`src/rtl/riscv_pkg.sv`:
```
// Shared types and constants for the multi-cycle RV32I control path:
// opcode values, immediate-format select, ALU operations, controller states.
package riscv_pkg;

   localparam int OPW  = 7;
   localparam int SELW = 3;

   localparam logic [OPW-1:0] OP_LOAD   = 7'b0000011;
   localparam logic [OPW-1:0] OP_STORE  = 7'b0100011;
   localparam logic [OPW-1:0] OP_R      = 7'b0110011;
   localparam logic [OPW-1:0] OP_I      = 7'b0010011;
   localparam logic [OPW-1:0] OP_BRANCH = 7'b1100011;
   localparam logic [OPW-1:0] OP_JAL    = 7'b1101111;
   localparam logic [OPW-1:0] OP_LUI    = 7'b0110111;
   localparam logic [OPW-1:0] OP_AUIPC  = 7'b0010111;

   typedef enum logic [SELW-1:0] {
      IMM_I = 3'b000,
      IMM_S = 3'b001,
      IMM_B = 3'b010,
      IMM_J = 3'b011,
      IMM_U = 3'b100
   } imm_src_e;

   // ALU_ADD is all-zero so an idle controller drives alu_ctrl = 0
   typedef enum logic [3:0] {
      ALU_ADD   = 4'd0,
      ALU_SUB   = 4'd1,
      ALU_SLL   = 4'd2,
      ALU_SLT   = 4'd3,
      ALU_SLTU  = 4'd4,
      ALU_XOR   = 4'd5,
      ALU_SRL   = 4'd6,
      ALU_SRA   = 4'd7,
      ALU_OR    = 4'd8,
      ALU_AND   = 4'd9,
      ALU_PASSB = 4'd10
   } alu_ctrl_e;

   // coarse ALU intent from the FSM; the decoder refines FUNCT using funct fields
   typedef enum logic [1:0] {
      ALUOP_ADD   = 2'b00,
      ALUOP_SUB   = 2'b01,
      ALUOP_FUNCT = 2'b10,
      ALUOP_PASSB = 2'b11
   } alu_op_e;

   typedef enum logic [3:0] {
      S_IDLE     = 4'd0,
      S_FETCH    = 4'd1,
      S_DECODE   = 4'd2,
      S_MEMADR   = 4'd3,
      S_MEMREAD  = 4'd4,
      S_MEMWB    = 4'd5,
      S_MEMWRITE = 4'd6,
      S_EXECR    = 4'd7,
      S_EXECI    = 4'd8,
      S_UTYPE    = 4'd9,
      S_ALUWB    = 4'd10,
      S_JAL      = 4'd11,
      S_BRANCH   = 4'd12,
      S_ILLEGAL  = 4'd13
   } ctrl_state_e;

   // immediate format implied by the opcode (I format for anything without one)
   function automatic imm_src_e imm_sel(input logic [OPW-1:0] op);
      case (op)
         OP_STORE:         imm_sel = IMM_S;
         OP_BRANCH:        imm_sel = IMM_B;
         OP_JAL:           imm_sel = IMM_J;
         OP_LUI, OP_AUIPC: imm_sel = IMM_U;
         default:          imm_sel = IMM_I;
      endcase
   endfunction

   // branch condition from funct3 and ALU flags; unsupported funct3 never branches
   function automatic logic branch_taken(input logic [2:0] f3, input logic z, input logic l);
      case (f3)
         3'b000:  branch_taken = z;
         3'b001:  branch_taken = ~z;
         3'b100:  branch_taken = l;
         3'b101:  branch_taken = ~l;
         default: branch_taken = 1'b0;
      endcase
   endfunction

endpackage

```
`src/rtl/alu_decoder.sv`:
```
// Combinational ALU control decoder: turns the FSM's coarse ALU intent plus
// the instruction's funct fields into the concrete ALU operation.
module alu_decoder
   import riscv_pkg::*;
(
   input  logic       op5,
   input  logic [2:0] funct3,
   input  logic       funct7b5,
   input  alu_op_e    alu_op,
   output alu_ctrl_e  alu_ctrl
);

   // select ALU operation; SUB only for register-register ops with funct7b5
   always_comb begin
      alu_ctrl = ALU_ADD;
      case (alu_op)
         ALUOP_ADD:   alu_ctrl = ALU_ADD;
         ALUOP_SUB:   alu_ctrl = ALU_SUB;
         ALUOP_PASSB: alu_ctrl = ALU_PASSB;
         ALUOP_FUNCT: begin
            case (funct3)
               3'b000:  alu_ctrl = (op5 && funct7b5) ? ALU_SUB : ALU_ADD;
               3'b001:  alu_ctrl = ALU_SLL;
               3'b010:  alu_ctrl = ALU_SLT;
               3'b011:  alu_ctrl = ALU_SLTU;
               3'b100:  alu_ctrl = ALU_XOR;
               3'b101:  alu_ctrl = funct7b5 ? ALU_SRA : ALU_SRL;
               3'b110:  alu_ctrl = ALU_OR;
               3'b111:  alu_ctrl = ALU_AND;
               default: alu_ctrl = ALU_ADD;
            endcase
         end
         default:     alu_ctrl = ALU_ADD;
      endcase
   end

endmodule

```
`src/rtl/multicycle_controller.sv`:
```
// Main control FSM of the multi-cycle RV32I core. Outputs are decoded from the
// current state (plus mem_ready / branch flags for the strobes that complete a
// step). Optional feature macro ILLEGAL_TRAP_EN: when defined, an unknown
// opcode parks the controller in ILLEGAL with illegal_inst=1 until reset;
// otherwise ILLEGAL is a one-cycle NOP and illegal_inst is tied low.
module multicycle_controller
   import riscv_pkg::*;
(
   input  logic            clk,
   input  logic            rst_n,
   input  logic [OPW-1:0]  opcode,
   input  logic [2:0]      funct3,
   input  logic            funct7b5,
   input  logic            zero,
   input  logic            lt,
   input  logic            mem_ready,
   output logic            mem_req,
   output logic            mem_we,
   output logic            adr_src,
   output logic            ir_write,
   output logic            pc_write,
   output logic            reg_write,
   output logic [1:0]      alu_src_a,
   output logic [1:0]      alu_src_b,
   output logic [1:0]      result_src,
   output logic [3:0]      alu_ctrl,
   output logic [SELW-1:0] imm_src,
   output logic            illegal_inst
);

   ctrl_state_e state_q, state_d;
   alu_op_e     alu_op_s;
   alu_ctrl_e   alu_ctrl_s;

   // state register; asynchronous reset also drops any in-flight memory request
   always_ff @(posedge clk or negedge rst_n) begin
      if (!rst_n) state_q <= S_IDLE;
      else        state_q <= state_d;
   end

   // next-state and Moore strobe decode
   always_comb begin
      state_d    = state_q;
      mem_req    = 1'b0;
      mem_we     = 1'b0;
      adr_src    = 1'b0;
      ir_write   = 1'b0;
      pc_write   = 1'b0;
      reg_write  = 1'b0;
      alu_src_a  = 2'b00;
      alu_src_b  = 2'b00;
      result_src = 2'b00;
      alu_op_s   = ALUOP_ADD;
      case (state_q)
         S_IDLE: state_d = S_FETCH;
         S_FETCH: begin
            mem_req    = 1'b1;
            alu_src_b  = 2'b10;
            result_src = 2'b10;
            if (mem_ready) begin
               ir_write = 1'b1;
               pc_write = 1'b1;
               state_d  = S_DECODE;
            end else begin
               state_d  = S_FETCH;
            end
         end
         S_DECODE: begin
            alu_src_a = 2'b01;
            alu_src_b = 2'b01;
            case (opcode)
               OP_LOAD, OP_STORE: state_d = S_MEMADR;
               OP_R:              state_d = S_EXECR;
               OP_I:              state_d = S_EXECI;
               OP_BRANCH:         state_d = S_BRANCH;
               OP_JAL:            state_d = S_JAL;
               OP_LUI, OP_AUIPC:  state_d = S_UTYPE;
               default:           state_d = S_ILLEGAL;
            endcase
         end
         S_MEMADR: begin
            alu_src_a = 2'b10;
            alu_src_b = 2'b01;
            if (opcode == OP_LOAD) state_d = S_MEMREAD;
            else                   state_d = S_MEMWRITE;
         end
         S_MEMREAD: begin
            mem_req = 1'b1;
            adr_src = 1'b1;
            if (mem_ready) state_d = S_MEMWB;
            else           state_d = S_MEMREAD;
         end
         S_MEMWB: begin
            reg_write  = 1'b1;
            result_src = 2'b01;
            state_d    = S_FETCH;
         end
         S_MEMWRITE: begin
            mem_req = 1'b1;
            mem_we  = 1'b1;
            adr_src = 1'b1;
            if (mem_ready) state_d = S_FETCH;
            else           state_d = S_MEMWRITE;
         end
         S_EXECR: begin
            alu_src_a = 2'b10;
            alu_op_s  = ALUOP_FUNCT;
            state_d   = S_ALUWB;
         end
         S_EXECI: begin
            alu_src_a = 2'b10;
            alu_src_b = 2'b01;
            alu_op_s  = ALUOP_FUNCT;
            state_d   = S_ALUWB;
         end
         S_UTYPE: begin
            // lui passes the immediate through; auipc adds it to the old PC
            alu_src_b = 2'b01;
            if (opcode == OP_LUI) begin
               alu_op_s = ALUOP_PASSB;
            end else begin
               alu_src_a = 2'b01;
            end
            state_d = S_ALUWB;
         end
         S_ALUWB: begin
            reg_write = 1'b1;
            state_d   = S_FETCH;
         end
         S_JAL: begin
            // PC takes the target held in the ALU register; ALU forms the link
            pc_write  = 1'b1;
            alu_src_a = 2'b01;
            alu_src_b = 2'b10;
            state_d   = S_ALUWB;
         end
         S_BRANCH: begin
            alu_src_a = 2'b10;
            alu_op_s  = ALUOP_SUB;
            pc_write  = branch_taken(funct3, zero, lt);
            state_d   = S_FETCH;
         end
         S_ILLEGAL: begin
`ifdef ILLEGAL_TRAP_EN
            state_d = S_ILLEGAL;
`else
            state_d = S_FETCH;
`endif
         end
         default: state_d = S_IDLE;
      endcase
   end

   alu_decoder u_alu_decoder (
      .op5      (opcode[5]),
      .funct3   (funct3),
      .funct7b5 (funct7b5),
      .alu_op   (alu_op_s),
      .alu_ctrl (alu_ctrl_s)
   );

   assign alu_ctrl = alu_ctrl_s;
   // immediate format held for the whole instruction; forced to 0 while idle
   assign imm_src  = (state_q == S_IDLE) ? 3'b000 : imm_sel(opcode);

`ifdef ILLEGAL_TRAP_EN
   assign illegal_inst = (state_q == S_ILLEGAL);
`else
   assign illegal_inst = 1'b0;
`endif

endmodule
```
`config.mk`:
```
export PLATFORM = sky130hd
export DESIGN_NAME = multicycle_controller
export DESIGN_NICKNAME = d
export VERILOG_FILES = /design/src/rtl/riscv_pkg.sv /design/src/rtl/alu_decoder.sv /design/src/rtl/multicycle_controller.sv
export SDC_FILE = /design/constraint.sdc
export NUM_CORES = 1
export LEC_CHECK = 0
export ABC_AREA = 0
export BUFFER_PORTS_ARGS = -buffer_cell sky130_fd_sc_hd__buf_2
export CELL_PAD_IN_SITES_DETAIL_PLACEMENT = 1
export CELL_PAD_IN_SITES_GLOBAL_PLACEMENT = 1
export CORE_MARGIN = 4
export CORE_UTILIZATION = 31
export CTS_BUF_LIST = sky130_fd_sc_hd__clkbuf_4 sky130_fd_sc_hd__clkbuf_8
export CTS_CLUSTER_SIZE = 30
export DETAILED_ROUTE_END_ITERATION = 8
export PLACE_DENSITY = 0.78
export SLEW_MARGIN = 30
export SYNTH_ARGS = -nofsm -noshare
export SYNTH_HDL_FRONTEND = slang
export SYNTH_SLANG_ARGS = --single-unit
```
`constraint.sdc`:
```
create_clock -name clk -period 1.61 [get_ports clk]
set_clock_uncertainty 0.1 [all_clocks]
set_input_delay 0 -clock clk [delete_from_list [all_inputs] [get_ports clk]]
set_output_delay 0 -clock clk [all_outputs]
set_load 0.005 [all_outputs]
```
Yosys cells after proc, flatten, opt, wreduce, memory -nomap -nowiden
Cells that the tools add are included. W data, S select, Z words.

Reductions and logical operators: 16. Equality and inequality tests: 31. Bitwise gates (word level): 2. Muxes and demuxes: 26.

Operator list (count): $pmux W4 S8 (1); $pmux W4 S7 (1); $eq A4 B4 Y1 const B (6); $pmux W4 S6 (1); $eq A7 B6 Y1 const B (3); $eq A4 B3 Y1 const B (4); $pmux W4 S4 (1); $eq A7 B5 Y1 const B (2); $eq A7 B7 Y1 const B (2); $reduce_or A2 Y1 (7); $eq A3 B3 Y1 const B (4); $pmux W2 S3 (2); $pmux W3 S4 (1); $reduce_or A4 Y1 (3); $mux W1 (10); $eq A4 B2 Y1 const B (2); $pmux W2 S2 (2); $eq A7 B2 Y1 const B (1); $eq A3 B2 Y1 const B (2); $mux W2 (3); $mux W3 (2); $reduce_or A5 Y1 (1); $eq A2 B2 Y1 const B (2); $eq A4 B1 Y1 const B (1); 10 further kinds (11).

Input bits: 16. Logic and storage cells: 76. Output and inout port bits: 20. Register bits: 4.

Longest topological paths before layout
Gate-level depths: netlist of the first run.

Depth in word-level cells: 5. Mapped depth: 6. Gate-level depth less buffers: 4.

Hierarchy
A second synthesis of the first run with hierarchy kept.

Cell total of the unflattened synthesis: 108. Area, all modules: 739.5 um^2.

By module, submodules not included: multicycle_controller (area an instance 628.1 um^2, instances 1, sequential area each 100.1 um^2, cells an instance 92); alu_decoder (area an instance 111.4 um^2, instances 1, sequential area each 0.0 um^2, cells an instance 16).

Least setup slack after synthesis of the first run
Ideal clock, no wire load.

Kind: register -> output. Start point: register state_q[2]. End point: output port alu_ctrl[0]. Buffers on the path: 1. Arrival time: 1258 ps. Required time: 1510 ps. Stages on the path, launching flop included: 6. Setup slack: 252 ps. Cells stage by stage: dfrtp_1 -> buf_2 -> inv_2 -> nand2_1 -> o31a_1 -> o31ai_1.

Word-level cells in the longest chain between the ends: 5. Elaborated cells on any way between the ends: 11. Those cells by class: eq/ne: 7; mux: 2; reduce/logical: 2.

RTL lines: from (decl) (line multicycle_controller.sv:31) `ctrl_state_e state_q, state_d;`; from (signal assigned) (line multicycle_controller.sv:38) `else state_q <= state_d;`; $eq A4 B4 Y1 / $eq A4 B3 Y1 (equally long branches) (line multicycle_controller.sv:54) `case (state_q)`; $reduce_or A2 Y1 (no line); $pmux W2 S3 * (line multicycle_controller.sv:54); $eq A2 B2 Y1 (tied with other cells) (line alu_decoder.sv:16) `case (alu_op)`; $pmux W4 S4 * (line alu_decoder.sv:16); to (decl) (line multicycle_controller.sv:26) `output logic [3:0] alu_ctrl,`.

Mark *: on every way between the ends. The rest lies on a longest branch, timed or not.

Worst setup path in the final report of the first run
Ends and elaborated chain as after synthesis.

==> results_dict.tcl, run 1 <==
set metrics [dict create \
    status "finished with violations" \
    violations "hold timing, setup timing" \
    largest_reg_flops 4 \
    first_pass_iters 4 \
    dp.final_hpwl_mm 2.148 \
    initialDrtViolationCount 26 \
    maxCapViolCount 0 \
    yosys_warnings 0 \
    via_per_inst 5.712 \
    rsz0062_at_grt "yes" \
    postSynthCellCount 111 \
    largestRegisters "state_q x4" \
    place_congestion 0.8153 \
    die_y_microns 56.43 \
    root_buffer "clkbuf_4" \
    setup_viol 8 \
    hold_viol 4 \
    finalMaxSlewViolations 0 \
    ys_types 46 \
    antenna_cells 0 \
    p_switching_uw 984.8 \
    drive_gt1_frac 0.5215 \
    utilization 0.5277 \
    htreeDepth 1 \
    synth-seq-cells 4 \
    syn-cell-area_sq_um 726.9 \
    io_pins 36 \
    synth_async_sr_flop_share 1.000 \
    start_util 0.3286 \
    period_minus_slack_ns 1.747 \
    start_kind "register" \
    holdCritPathClass "in -> async" \
    top_register "state_q" \
    endpoint_kind "primary output" \
    p_seq_frac 0.133 \
    ys_seq_area_frac 0.1377 \
    ir_worst_vdd_mv 0.7618 \
    tritoncts "yes" \
    criticalPathCategory "reg -> out" \
    clockBufferDepth 2 \
    die-area_sq_um 3184 \
    fin_ws_ns -0.1374 \
    vias 1091 \
    fin_nets 181 \
    clock_latency_ns 0.26 \
    grt_pass1_vias 1072 \
    power.density_nw_per_um2 1691 \
    synth_edf_count 0 \
    antenna_found_initial 0 \
    finalWirelength_mm 3.511 \
    syn_avg_cell_area_sq_um 6.549 \
    numCtsBuffers 3 \
    wl_per_cell_microns 18.38 \
    switching_share 0.4989 \
    internal_power_uw 989.0 \
    fmax_mhz 572.3 \
    cts_sinks 4 \
    power.share.clock 0.076 \
    grt_remaining_overflow 0 \
    synth_nets 127 \
    clkTransAtPathRegs_ns 0.05 \
    whs_ns -0.01251 \
    final_antenna_net_count 0 \
    gr-usage-all-layers 0.1957 \
    critPathMaxFanout 4 \
    leakage_uw 0.0005691 \
    syn2layout_area_growth_pct 60.59 \
    required_ns 1.51 \
    grt_max_degree 10 \
    synth_ff_type "dfrtp_1" \
    fin_crit_sh 1.085 \
    drc 0 \
    core_sq_um 2212 \
    port_buffers 34 \
    die_w_microns 56.43 \
    p_comb_frac 0.792 \
    num_rows 17 \
    worst-endpoint-arrival_ns 1.65 \
    grt_first_pass_wirelength_mm 4.974 \
]
-- layout by cell type (no fill, tap or decap), types with 2 or more instances in the layout --
cell type	instances
buf_2	34
a211oi_1	3
dfrtp_2	3
nand2_1	10
o21ai_0	4
inv_1	3
nor3_1	3
buf_4	23
nand3_1	7
inv_2	2
o31ai_1	2
nand4_1	2
clkbuf_4	3
and3_1	2
nor2b_1	2
nor3_2	2
or3_4	2
nand2_4	2
xnor2_1	2
a21oi_1	8
nor2_1	10
-- cell families after synthesis --
group	count (synthesis)	synth area share
AND/OR/NAND/NOR	53	0.3735
AO/OA/AOI/OAI	33	0.3150
buffers and inverters	14	0.09120
XOR/XNOR	4	0.04820
flip-flops	4	0.1377
multiplexers	2	0.02926
other	1	0.005159
-- per-layer routing --
metal | global-route usage | up-vias | share of wire
li1 | - | 508 | -
met1 | 0.2236 | 525 | 0.41
met2 | 0.3482 | 45 | 0.51
met3 | 0.02759 | 13 | 0.046
met4 | 0.09831 | 0 | 0.028
met5 | 0 | - | 0
-- worst max-delay path, stage by stage, from the launching register on --
cell and delay (ns):
dfrtp_2 0.46, inv_2 0.11, nand2_4 0.07, o31a_1 0.33
o31ai_1 0.25, buf_2 0.15
-- Yosys cell counts (2+ instances only) --
cell | number | share of area
xor2_1 | 2 | 0.024
and3_1 | 2 | 0.017
nand3_1 | 8 | 0.055
nor2b_1 | 2 | 0.017
a211oi_1 | 3 | 0.031
o31ai_1 | 2 | 0.021
buf_2 | 7 | 0.048
xnor2_1 | 2 | 0.024
o32ai_1 | 2 | 0.024
nand2_1 | 13 | 0.067
nor3_1 | 4 | 0.028
nor2_1 | 11 | 0.057
inv_1 | 4 | 0.021
nand4_1 | 2 | 0.017
dfrtp_1 | 4 | 0.14
a21oi_1 | 9 | 0.062
o21ai_0 | 4 | 0.028
o21ai_1 | 2 | 0.014
-- through the flow --
stage / cells / instance area [sq um] / setup WS (ns) / total power, uW / TNS [ns]
after floorplan: 111 / 726.9 / 0.2519 / 908.2 / 0
after global placement: 174 / 959.7 / 0.1331 / 1339 / 0
after detailed placement: 174 / 959.7 / 0.1357 / 1374 / 0
after CTS: 185 / 1050 / 0.009164 / 1643 / 0
after global routing: 191 / 1167 / -0.2460 / 2110 / -1.107
final: 191 / 1167 / -0.1374 / 1974 / -0.4647
-- cell type report --
type | count | area [sq um]
Clock buffer | 3 | 22.52
Fill cell | 309 | 1045
Inverter | 5 | 18.77
Multi-Input combinational cell | 93 | 634.4
Sequential cell | 4 | 103.9
Tap cell | 28 | 35.03
Timing Repair Buffer | 58 | 352.8
-- power groups by stage --
stage	clock network (uW)	logic, uW	registers (uW)
3_3_place_gp	0	1100	234
3_5_place_dp	0	1130	239
2_1_floorplan	0	747	162
6_report	150	1560	262
5_1_grt	157	1690	265
4_1_cts	130	1290	219
-- path summary, 6_finish.rpt --
path	startpoint	end	slack (ns)	cells after the start
min in group clk	opcode[5]	state_q[2]$_DFF_PN0_	0.07	3
hold / removal	rst_n	state_q[3]$_DFF_PN0_	-0.01	2
hold reg to reg	state_q[1]$_DFF_PN0_	state_q[1]$_DFF_PN0_	0.73	3
setup / recovery	state_q[2]$_DFF_PN0_	alu_ctrl[0]	-0.14	5
setup reg to reg	state_q[2]$_DFF_PN0_	state_q[2]$_DFF_PN0_	-0.10	4
max in group asynchronous	rst_n	state_q[1]$_DFF_PN0_	1.26	2
-- timing repair --
item	in CTS	in global routing
setup endpoints to repair	4	10
cloned	0	0
hold endpoints to repair	4	0
gates resized for setup	4	16
pin swaps	1	6
hold buffers	1	0
setup buffers	7	6
(Power assumes the default switching activity.)
==> run 2: changes to the inputs <==
- clock period: 1.61 -> 1.65 ns (I/O delays scaled with it)
==> run 2 against run 1 <==
  * The run now ends clean
  * Hold slack better by 0.029 ns
  * Die area stayed put
  * Sequential power is 6% lower
  * Final area is 10% lower
  * Largest power group unchanged
  * Critical path type unchanged
  * Highest routed layer unchanged
==> results_dict.tcl, run 2 (synthesis gave the netlist of run 1 again) <==
set metrics [dict create \
    status "finished clean" \
    dp.final_hpwl_mm 2.135 \
    fmax_mhz 624.0 \
    ir_worst_vdd_mv 0.5942 \
    rsz0062_at_grt "yes" \
    start_util 0.3286 \
    critPathMaxFanout 7 \
    cts_sinks 4 \
    root_buffer "clkbuf_4" \
    top_register "state_q" \
    grt_pass1_vias 995 \
    grt_first_pass_wirelength_mm 4.547 \
    setup_viol 0 \
    die_y_microns 56.43 \
    initialDrtViolationCount 17 \
    die-area_sq_um 3184 \
    endpoint "alu_ctrl[0]" \
    port_buffers 34 \
    place_congestion 0.8078 \
    largestRegisters "state_q x4" \
    tritoncts "yes" \
    die_w_microns 56.43 \
    finalWirelength_mm 2.828 \
    layout_common_cells "buf_2 (34), buf_4 (13), nor2_1 (11)" \
    required_ns 1.55 \
    via_per_inst 5.637 \
    grt_max_degree 11 \
    start_kind "register" \
    leakage_uw 0.0005123 \
    startpoint "state_q[1]$_DFF_PN0_" \
    seq_area_sq_um 103.9 \
    final_common_cell "buf_2" \
    numCtsBuffers 3 \
    first_pass_iters 4 \
    cp_slowest_cell "dfrtp_2" \
    largest_reg_flops 4 \
    criticalPathCategory "reg -> out" \
    io_pins 36 \
    fill_cells 296 \
    syn2layout_area_growth_pct 44.41 \
    fin_crit_sh 0.9712 \
    finalMaxSlewViolations 0 \
    worst-endpoint-arrival_ns 1.50 \
    fin_nets 172 \
    drive_gt1_frac 0.4351 \
    antenna_cells 0 \
    htreeDepth 1 \
    holdCritPathClass "in -> async" \
    path_cells "buf_4 -> o31a_1 -> o31ai_1 -> buf_2" \
    rr_worst_depth 6 \
    endpoint_kind "primary output" \
    finalSetupTns_ns 0 \
    grt_remaining_overflow 0 \
    vias 1026 \
    r2r_start "state_q[0]$_DFF_PN0_" \
    p_total_uw 1609 \
    antenna_found_initial 0 \
    hold_viol 0 \
    clockBufferDepth 2 \
    period_minus_slack_ns 1.603 \
    final_antenna_net_count 0 \
    wl_per_cell_microns 15.54 \
    clock_latency_ns 0.23 \
    r2r-end "state_q[1]$_DFF_PN0_" \
    gr-usage-all-layers 0.1718 \
    drc 0 \
    clkTransAtPathRegs_ns 0.04 \
    r2r_slack_ns 0.12 \
    core_sq_um 2212 \
    multiInputGateArea_sq_um 580.6 \
    maxCapViolCount 0 \
    power.density_nw_per_um2 1532 \
    max_stage_delay_ns 0.45 \
    num_rows 17 \
]
[run 2: final cells by class]
class	instances	share of cell area
Inverter	5	0.01788
Sequential cell	4	0.09893
Tap cell	28	0.03337
Multi-Input combinational cell	93	0.5530
Clock buffer	3	0.02145
Timing Repair Buffer	49	0.2753
[run 2: per-stage QoR]
| step | instance area (sq um) | hold slack [ns] | setup slack [ns] | utilization | cells |
|---|---|---|---|---|---|
| after global routing | 1050 | 0.03820 | -0.02834 | 0.4745 | 182 |
| after floorplan | 726.9 | -0.3956 | 0.2919 | - | 111 |
| final | 1050 | 0.01659 | 0.04747 | 0.4745 | 182 |
| after CTS | 1010 | 0.01028 | 0.0002244 | 0.4564 | 179 |
| after global placement | 944.7 | -0.2910 | 0.1462 | 0.4270 | 172 |
| after detailed placement | 944.7 | -0.2899 | 0.1191 | 0.4270 | 172 |
[run 2: where the power goes]
part	internal [uW]	total (uW)	switching [uW]
Clock	81.2	118	36.9
Combinational	596	1240	648
Sequential	155	246	91.3
[run 2: critical path, delay by kind of cell, from the launching register on]
| family | cells | cell delay (ns) |
|---|---|---|
| AO/OA/AOI/OAI | 2 | 0.51 |
| buffers and inverters | 2 | 0.31 |
| flip-flops | 1 | 0.45 |
[run 2: metal layers]
metal	up-vias	part of all wire	GRT usage
met4	0	0.0099	0.04407
met1	497	0.41	0.1994
met3	4	0.047	0.01379
met2	36	0.53	0.3300
met5	-	0	0
li1	489	-	-
[run 2: worst min-delay path by stage]
stage / to / cells after the start
after global routing: state_q[3]$_DFF_PN0_ / 2
final: state_q[3]$_DFF_PN0_ / 2
after CTS: state_q[3]$_DFF_PN0_ / 2
after global placement: state_q[1]$_DFF_PN0_ / 1
after floorplan: state_q[0]$_DFF_PN0_ / 0
after detailed placement: state_q[0]$_DFF_PN0_ / 1
[run 2: timing repair]
item                       CTS  global route
buffers inserted             3             3
resized for setup            5             5
pin swaps                    0             3
setup endpoints to repair    4             4
hold buffers                 1             0
hold endpoints to repair     4             0
gates cloned                 0             0
